`config.mk`:
```
export PLATFORM = sky130hd
export DESIGN_NAME = mod_step_counter
export DESIGN_NICKNAME = d
export VERILOG_FILES = /design/src/rtl/mod_step_counter.sv
export SDC_FILE = /design/constraint.sdc
export NUM_CORES = 1
export LEC_CHECK = 0
export BUFFER_PORTS_ARGS = -buffer_cell sky130_fd_sc_hd__buf_2
export CAP_MARGIN = 20
export CORE_AREA = 5 5 81 83
export CTS_CLUSTER_SIZE = 14
export DETAILED_ROUTE_END_ITERATION = 10
export DIE_AREA = 0 0 86 88
export MAX_ROUTING_LAYER = met4
export PLACE_DENSITY = 0.89
export SLEW_MARGIN = 20
export SYNTH_ARGS = -nofsm -noshare
export SYNTH_HDL_FRONTEND = slang
export SYNTH_SLANG_ARGS = --single-unit
```
`constraint.sdc`:
```
create_clock -name clk -period 5.11 [get_ports clk]
set_clock_uncertainty 0.1 [all_clocks]
set_input_delay 0.7665 -clock clk [delete_from_list [all_inputs] [get_ports clk]]
set_output_delay 0.7665 -clock clk [all_outputs]
set_load 0.005 [all_outputs]
```
`src/rtl/mod_step_counter.sv`:
```
// Up/down counter with runtime modulo limit, programmable step, wrap/saturate mode,
// registered terminal-count / step-error pulses and sticky overflow/underflow flags.
module mod_step_counter #(
  parameter int unsigned WIDTH = 8
) (
  input  logic             clk,
  input  logic             rst_n,
  input  logic             load_n,
  input  logic [WIDTH-1:0] data_load,
  input  logic             ce,
  input  logic             up_down,
  input  logic             sat_mode,
  input  logic [WIDTH-1:0] max_val,
  input  logic [WIDTH-1:0] step,
  input  logic             clr_flags,
  output logic [WIDTH-1:0] count_out,
  output logic             max_count,
  output logic             zero,
  output logic             tc,
  output logic             step_err,
  output logic             ovf_flag,
  output logic             unf_flag
);

  logic [WIDTH-1:0] count_q, count_d;
  logic             tc_q, tc_d;
  logic             err_q, err_d;
  logic             ovf_q, ovf_d;
  logic             unf_q, unf_d;
  logic             ovf_set, unf_set;

  // One extra bit so sums and max_val+1 never truncate.
  logic [WIDTH:0] cnt_w, step_w, max_w, sum_w, lim_w;

  assign cnt_w  = {1'b0, count_q};
  assign step_w = {1'b0, step};
  assign max_w  = {1'b0, max_val};
  assign sum_w  = cnt_w + step_w;
  assign lim_w  = max_w + 1'b1;

  always_comb begin
    count_d = count_q;
    tc_d    = 1'b0;
    err_d   = 1'b0;
    ovf_set = 1'b0;
    unf_set = 1'b0;
    if (!load_n) begin
      count_d = (data_load > max_val) ? max_val : data_load;
    end else if (ce && (step != '0)) begin
      if (step > max_val) begin
        err_d = 1'b1;
      end else if (count_q > max_val) begin
        // max_val was lowered below the current count.
        if (up_down) begin
          count_d = sat_mode ? max_val : '0;
          tc_d    = 1'b1;
          ovf_set = 1'b1;
        end else begin
          count_d = max_val;
        end
      end else if (up_down) begin
        if (sum_w <= max_w) begin
          count_d = sum_w[WIDTH-1:0];
        end else begin
          count_d = sat_mode ? max_val : WIDTH'(sum_w - lim_w);
          tc_d    = 1'b1;
          ovf_set = 1'b1;
        end
      end else begin
        if (count_q >= step) begin
          count_d = count_q - step;
        end else begin
          count_d = sat_mode ? '0 : WIDTH'(cnt_w + lim_w - step_w);
          tc_d    = 1'b1;
          unf_set = 1'b1;
        end
      end
    end
    // Set wins over a simultaneous clear.
    ovf_d = (ovf_q & ~clr_flags) | ovf_set;
    unf_d = (unf_q & ~clr_flags) | unf_set;
  end

  always_ff @(posedge clk or negedge rst_n) begin
    if (!rst_n) begin
      count_q <= '0;
      tc_q    <= 1'b0;
      err_q   <= 1'b0;
      ovf_q   <= 1'b0;
      unf_q   <= 1'b0;
    end else begin
      count_q <= count_d;
      tc_q    <= tc_d;
      err_q   <= err_d;
      ovf_q   <= ovf_d;
      unf_q   <= unf_d;
    end
  end

  assign count_out = count_q;
  assign max_count = (count_q == max_val);
  assign zero      = (count_q == '0);
  assign tc        = tc_q;
  assign step_err  = err_q;
  assign ovf_flag  = ovf_q;
  assign unf_flag  = unf_q;

endmodule

```
==> flow_results.xml <==
<?xml version="1.0" encoding="UTF-8"?>
<metrics>
  <group name="clocking">
    <metric name="post-cts-setup-buffer-count" unit="">0</metric>
    <metric name="clk_latency" unit="ps">250</metric>
    <metric name="clock_path_buffers" unit="">2</metric>
    <metric name="tritoncts_num_sinks" unit="">12</metric>
    <metric name="cts_hold_repair.buffers" unit="">0</metric>
    <metric name="clk_pin_slew_worst_paths" unit="ps">50</metric>
    <metric name="cts_htree_levels" unit="">1</metric>
    <metric name="clk_root_buffer_cell" unit="">clkbuf_8</metric>
    <metric name="tritoncts.num_buffers" unit="">3</metric>
    <metric name="cts_tree" unit="">yes</metric>
    <metric name="postCtsResizedCells" unit="">0</metric>
  </group>
  <group name="detailed_routing">
    <metric name="ant_nets" unit="">0</metric>
    <metric name="route.vias.total" unit="">3332</metric>
    <metric name="avgRoutedWirePerCell" unit="um">18.8</metric>
    <metric name="detail_route.first_pass.iterations" unit="">5</metric>
    <metric name="via_per_inst" unit="">6.30</metric>
    <metric name="drt-initial-drc-count" unit="">330</metric>
    <metric name="postRouteWirelength" unit="um">9960</metric>
    <metric name="post-route-drc-count" unit="">0</metric>
  </group>
  <group name="global_routing">
    <metric name="largest_net_degree_at_the_start_of_global_routing" unit="">28</metric>
    <metric name="initial_antenna_violation_count" unit="">0</metric>
    <metric name="gr-usage-all-layers" unit="%">27.9</metric>
    <metric name="first_pass_grt_wire_length" unit="um">16200</metric>
    <metric name="grt_pass1_vias" unit="">3374</metric>
    <metric name="gr-total-overflow" unit="">0</metric>
  </group>
  <group name="floorplanning">
    <metric name="die_height" unit="um">88</metric>
    <metric name="effective_utilization_at_floorplan" unit="%">57.7</metric>
    <metric name="die_width" unit="um">86</metric>
    <metric name="ports" unit="">45</metric>
    <metric name="design.core.area" unit="um2">5780</metric>
    <metric name="number_of_cell_rows" unit="">28</metric>
    <metric name="die-area" unit="um2">7570</metric>
  </group>
  <group name="worst_setup_path">
    <metric name="timing.critical_path.to_type" unit="">register</metric>
    <metric name="setup.reg_to_reg.worst_slack" unit="ps">820</metric>
    <metric name="setup.worst_path.class" unit="">primary input to register</metric>
    <metric name="timing.rr.start" unit="">count_out[0]</metric>
    <metric name="critPathLaunchType" unit="">primary input</metric>
    <metric name="required" unit="ps">5100</metric>
    <metric name="reg2regPathDepth" unit="">16</metric>
    <metric name="r2r-end" unit="">count_out[3]</metric>
    <metric name="slowest_delay" unit="ps">390</metric>
    <metric name="worstPathCellList" unit="">buf_2 &gt; inv_1 &gt; ha_1 &gt; inv_1 &gt; a21oi_1 &gt; o41ai_1 &gt; nor2_1 &gt; xnor2_1 &gt; ha_1 &gt; a21o_1 &gt; a2111oi_0 &gt; o211ai_1 &gt; a22oi_2 &gt; buf_4 &gt; mux2i_1 &gt; nand2_1 &gt; o31ai_1 &gt; a311oi_2</metric>
    <metric name="crit_path_start" unit="">step[1]</metric>
    <metric name="crit_path_max_fanout" unit="">8</metric>
    <metric name="cell_with_the_largest_stage_delay_on_the_worst_path" unit="">a2111oi_0</metric>
    <metric name="worst_path_dominant_cell_family" unit="">compound AO/OA/AOI/OAI gates</metric>
    <metric name="number_of_buffers_and_inverters_on_the_critical_path" unit="">4</metric>
    <metric name="cp_arrival" unit="ps">4460</metric>
  </group>
  <group name="sta">
    <metric name="number_of_failing_setup_endpoints_in_the_final_timing_report" unit="">0</metric>
    <metric name="rsz0062_at_grt" unit="">no</metric>
    <metric name="timing_hold_violations_final" unit="">0</metric>
    <metric name="whs" unit="ps">290</metric>
    <metric name="setup-tns-final" unit="ps">0</metric>
    <metric name="max_clock_freq" unit="MHz">224</metric>
    <metric name="max-slew-margin-rel" unit="%">55.7</metric>
    <metric name="timing.final.crit_period" unit="ps">4470</metric>
    <metric name="slew_violations" unit="">0</metric>
    <metric name="timing.final.crit_share" unit="%">87.4</metric>
    <metric name="actual_slew_at_the_worst_max_slew_pin" unit="ps">658</metric>
  </group>
  <group name="synthesis">
    <metric name="synth_cell_types" unit="">62</metric>
    <metric name="syn_std_cell_area" unit="um2">3340</metric>
    <metric name="synth_edf_count" unit="">0</metric>
    <metric name="synth_async_sr_flop_share" unit="%">100</metric>
    <metric name="synth_simple_gate_area_share" unit="%">18.5</metric>
    <metric name="fraction_of_the_mapped_netlist_area_in_compound_gates" unit="%">25.5</metric>
    <metric name="synth.avg_cell_area" unit="um2">7.93</metric>
    <metric name="post_synthesis_register_bit_count" unit="">12</metric>
    <metric name="post_synth_inst_count" unit="">421</metric>
    <metric name="main_combinational_cell_family_by_area_after_synthesis" unit="">adder cells</metric>
    <metric name="netlist_top_cells_area" unit="">ha_1, dfrtp_1, fa_1</metric>
    <metric name="main_flop_type_after_synthesis" unit="">dfrtp_1</metric>
    <metric name="synth-adder-area-share" unit="%">30.0</metric>
    <metric name="synth-xor-area-share" unit="%">7.35</metric>
    <metric name="synth-seq-area-share" unit="%">9.00</metric>
    <metric name="yosys-mux-area-fraction" unit="%">2.17</metric>
    <metric name="synthDominantAreaCellType" unit="">ha_1</metric>
    <metric name="synth_largest_type_area_fraction" unit="%">24.0</metric>
    <metric name="count_of_synthesis_stage_warnings_from_yosys" unit="">0</metric>
    <metric name="nets_in_the_synthesized_netlist" unit="">526</metric>
  </group>
  <group name="pwr">
    <metric name="worst_voltage_drop_across_the_vdd_grid" unit="uV">267</metric>
    <metric name="pwr_density_cell" unit="nW/um2">491</metric>
    <metric name="leakagePower" unit="nW">1.75</metric>
  </group>
  <group name="layout">
    <metric name="register_area" unit="um2">300</metric>
    <metric name="nFillCells" unit="">534</metric>
    <metric name="diodes" unit="">0</metric>
    <metric name="final_layout_size_suffix_gt1_share" unit="%">14.3</metric>
    <metric name="area_growth" unit="%">8.62</metric>
    <metric name="most_frequent_cells_in_the_layout" unit="">ha_1, buf_2, inv_1</metric>
    <metric name="multi_input_comb_area" unit="um2">2790</metric>
    <metric name="mostFrequentLayoutCell" unit="">ha_1</metric>
    <metric name="final_nets" unit="">560</metric>
  </group>
  <group name="placed_design">
    <metric name="port_buffers" unit="">44</metric>
    <metric name="routabilityCongestion" unit="">1.07</metric>
    <metric name="dp_hpwl" unit="um">8250</metric>
  </group>
  <group name="run_status">
    <metric name="outcome" unit="">completed</metric>
  </group>
  <group name="min_path">
    <metric name="holdCritPathClass" unit="">primary input to asynchronous set/reset pin</metric>
  </group>
  <group name="flow_run">
    <metric name="max_cap_viol_count" unit="">0</metric>
  </group>
</metrics>
==> routing by layer <==
metal	share of wire (%)	global-route usage, %
met4	2.4	10.4
met1	43	34.5
met2	47	47.1
met3	7.6	2.82
met5	0	-
==> synth_stat cells (5+ instances only) <==
| library cell | instances |
|---|---|
| o21bai_1 | 5 |
| nand4_1 | 8 |
| a21oi_1 | 32 |
| o21ai_0 | 23 |
| xor2_1 | 7 |
| xnor2_1 | 21 |
| nor3_1 | 10 |
| nand2_1 | 23 |
| ha_1 | 64 |
| nor2b_1 | 12 |
| fa_1 | 10 |
| a21o_1 | 10 |
| dfrtp_1 | 12 |
| nor2_1 | 26 |
| mux2i_1 | 5 |
| o211ai_1 | 7 |
| clkbuf_1 | 8 |
| inv_1 | 43 |
| nand2b_1 | 5 |
| buf_2 | 5 |
| nand3_1 | 11 |
==> power by group <==
group	internal [mW]	total (mW)	switching [mW]
Combinational	0.645	1.49	0.845
Sequential	0.120	0.183	0.0639
Clock	0.0683	0.106	0.0376
==> worst reg2reg max path, stage by stage, from the launching register on <==
cell      delay, ps
dfrtp_1         460
ha_1            250
fa_1            400
nor2b_1         150
nor3_1          270
o41ai_2         160
xnor2_1         190
ha_1            330
nand3_1         120
o32a_1          380
or3_4           350
a22oi_2         250
buf_4           210
mux2i_1         190
nand2_1          80
o31ai_1         120
a311oi_2        140
==> worst max path at each step <==
| stage | to | depth (start not counted) | slack [ps] |
|---|---|---|---|
| 2_1_floorplan | count_out[3] | 16 | 1020 |
| 3_3_place_gp | count_out[3] | 18 | 580 |
| 3_5_place_dp | count_out[3] | 18 | 420 |
| 4_1_cts | count_out[3] | 17 | 670 |
| 5_1_grt | count_out[3] | 18 | 230 |
| 6_report | count_out[3] | 18 | 640 |
==> area by class of cell <==
type | count | area share (%)
multi-input combinational | 350 | 76.9
tap | 75 | 2.59
inverter | 43 | 4.45
clock buffer | 4 | 1.52
timing repair buffer | 45 | 6.28
sequential | 12 | 8.28
==> registers in the layout (all words and copies together) (netlist names) <==
signal,cells
count_out,8
ovf_flag,1
step_err,1
tc,1
unf_flag,1
==> kinds of logic (layout without fill, tap and decap cells) <==
family	Yosys count	count (layout)
buffers and inverters	59	92
muxes	7	7
adders and majority gates	74	74
xor gates and xnor gates	28	28
and+or+nand+nor	117	117
DFF	12	12
AOI/OAI and AO/OA	124	124
==> per-stage QoR <==
step / setup WS [ps] / cell area, um2 / total power, mW / util [%] / instances
2_1_floorplan: 1020 / 3340 / 1.31 / - / 421
3_3_place_gp: 582 / 3570 / 1.60 / 61.8 / 525
3_5_place_dp: 423 / 3570 / 1.64 / 61.8 / 525
4_1_cts: 668 / 3620 / 1.75 / 62.7 / 529
5_1_grt: 229 / 3620 / 1.95 / 62.7 / 529
6_report: 644 / 3620 / 1.78 / 62.7 / 529
No activity file was read; power rests on OpenSTA's default activity.
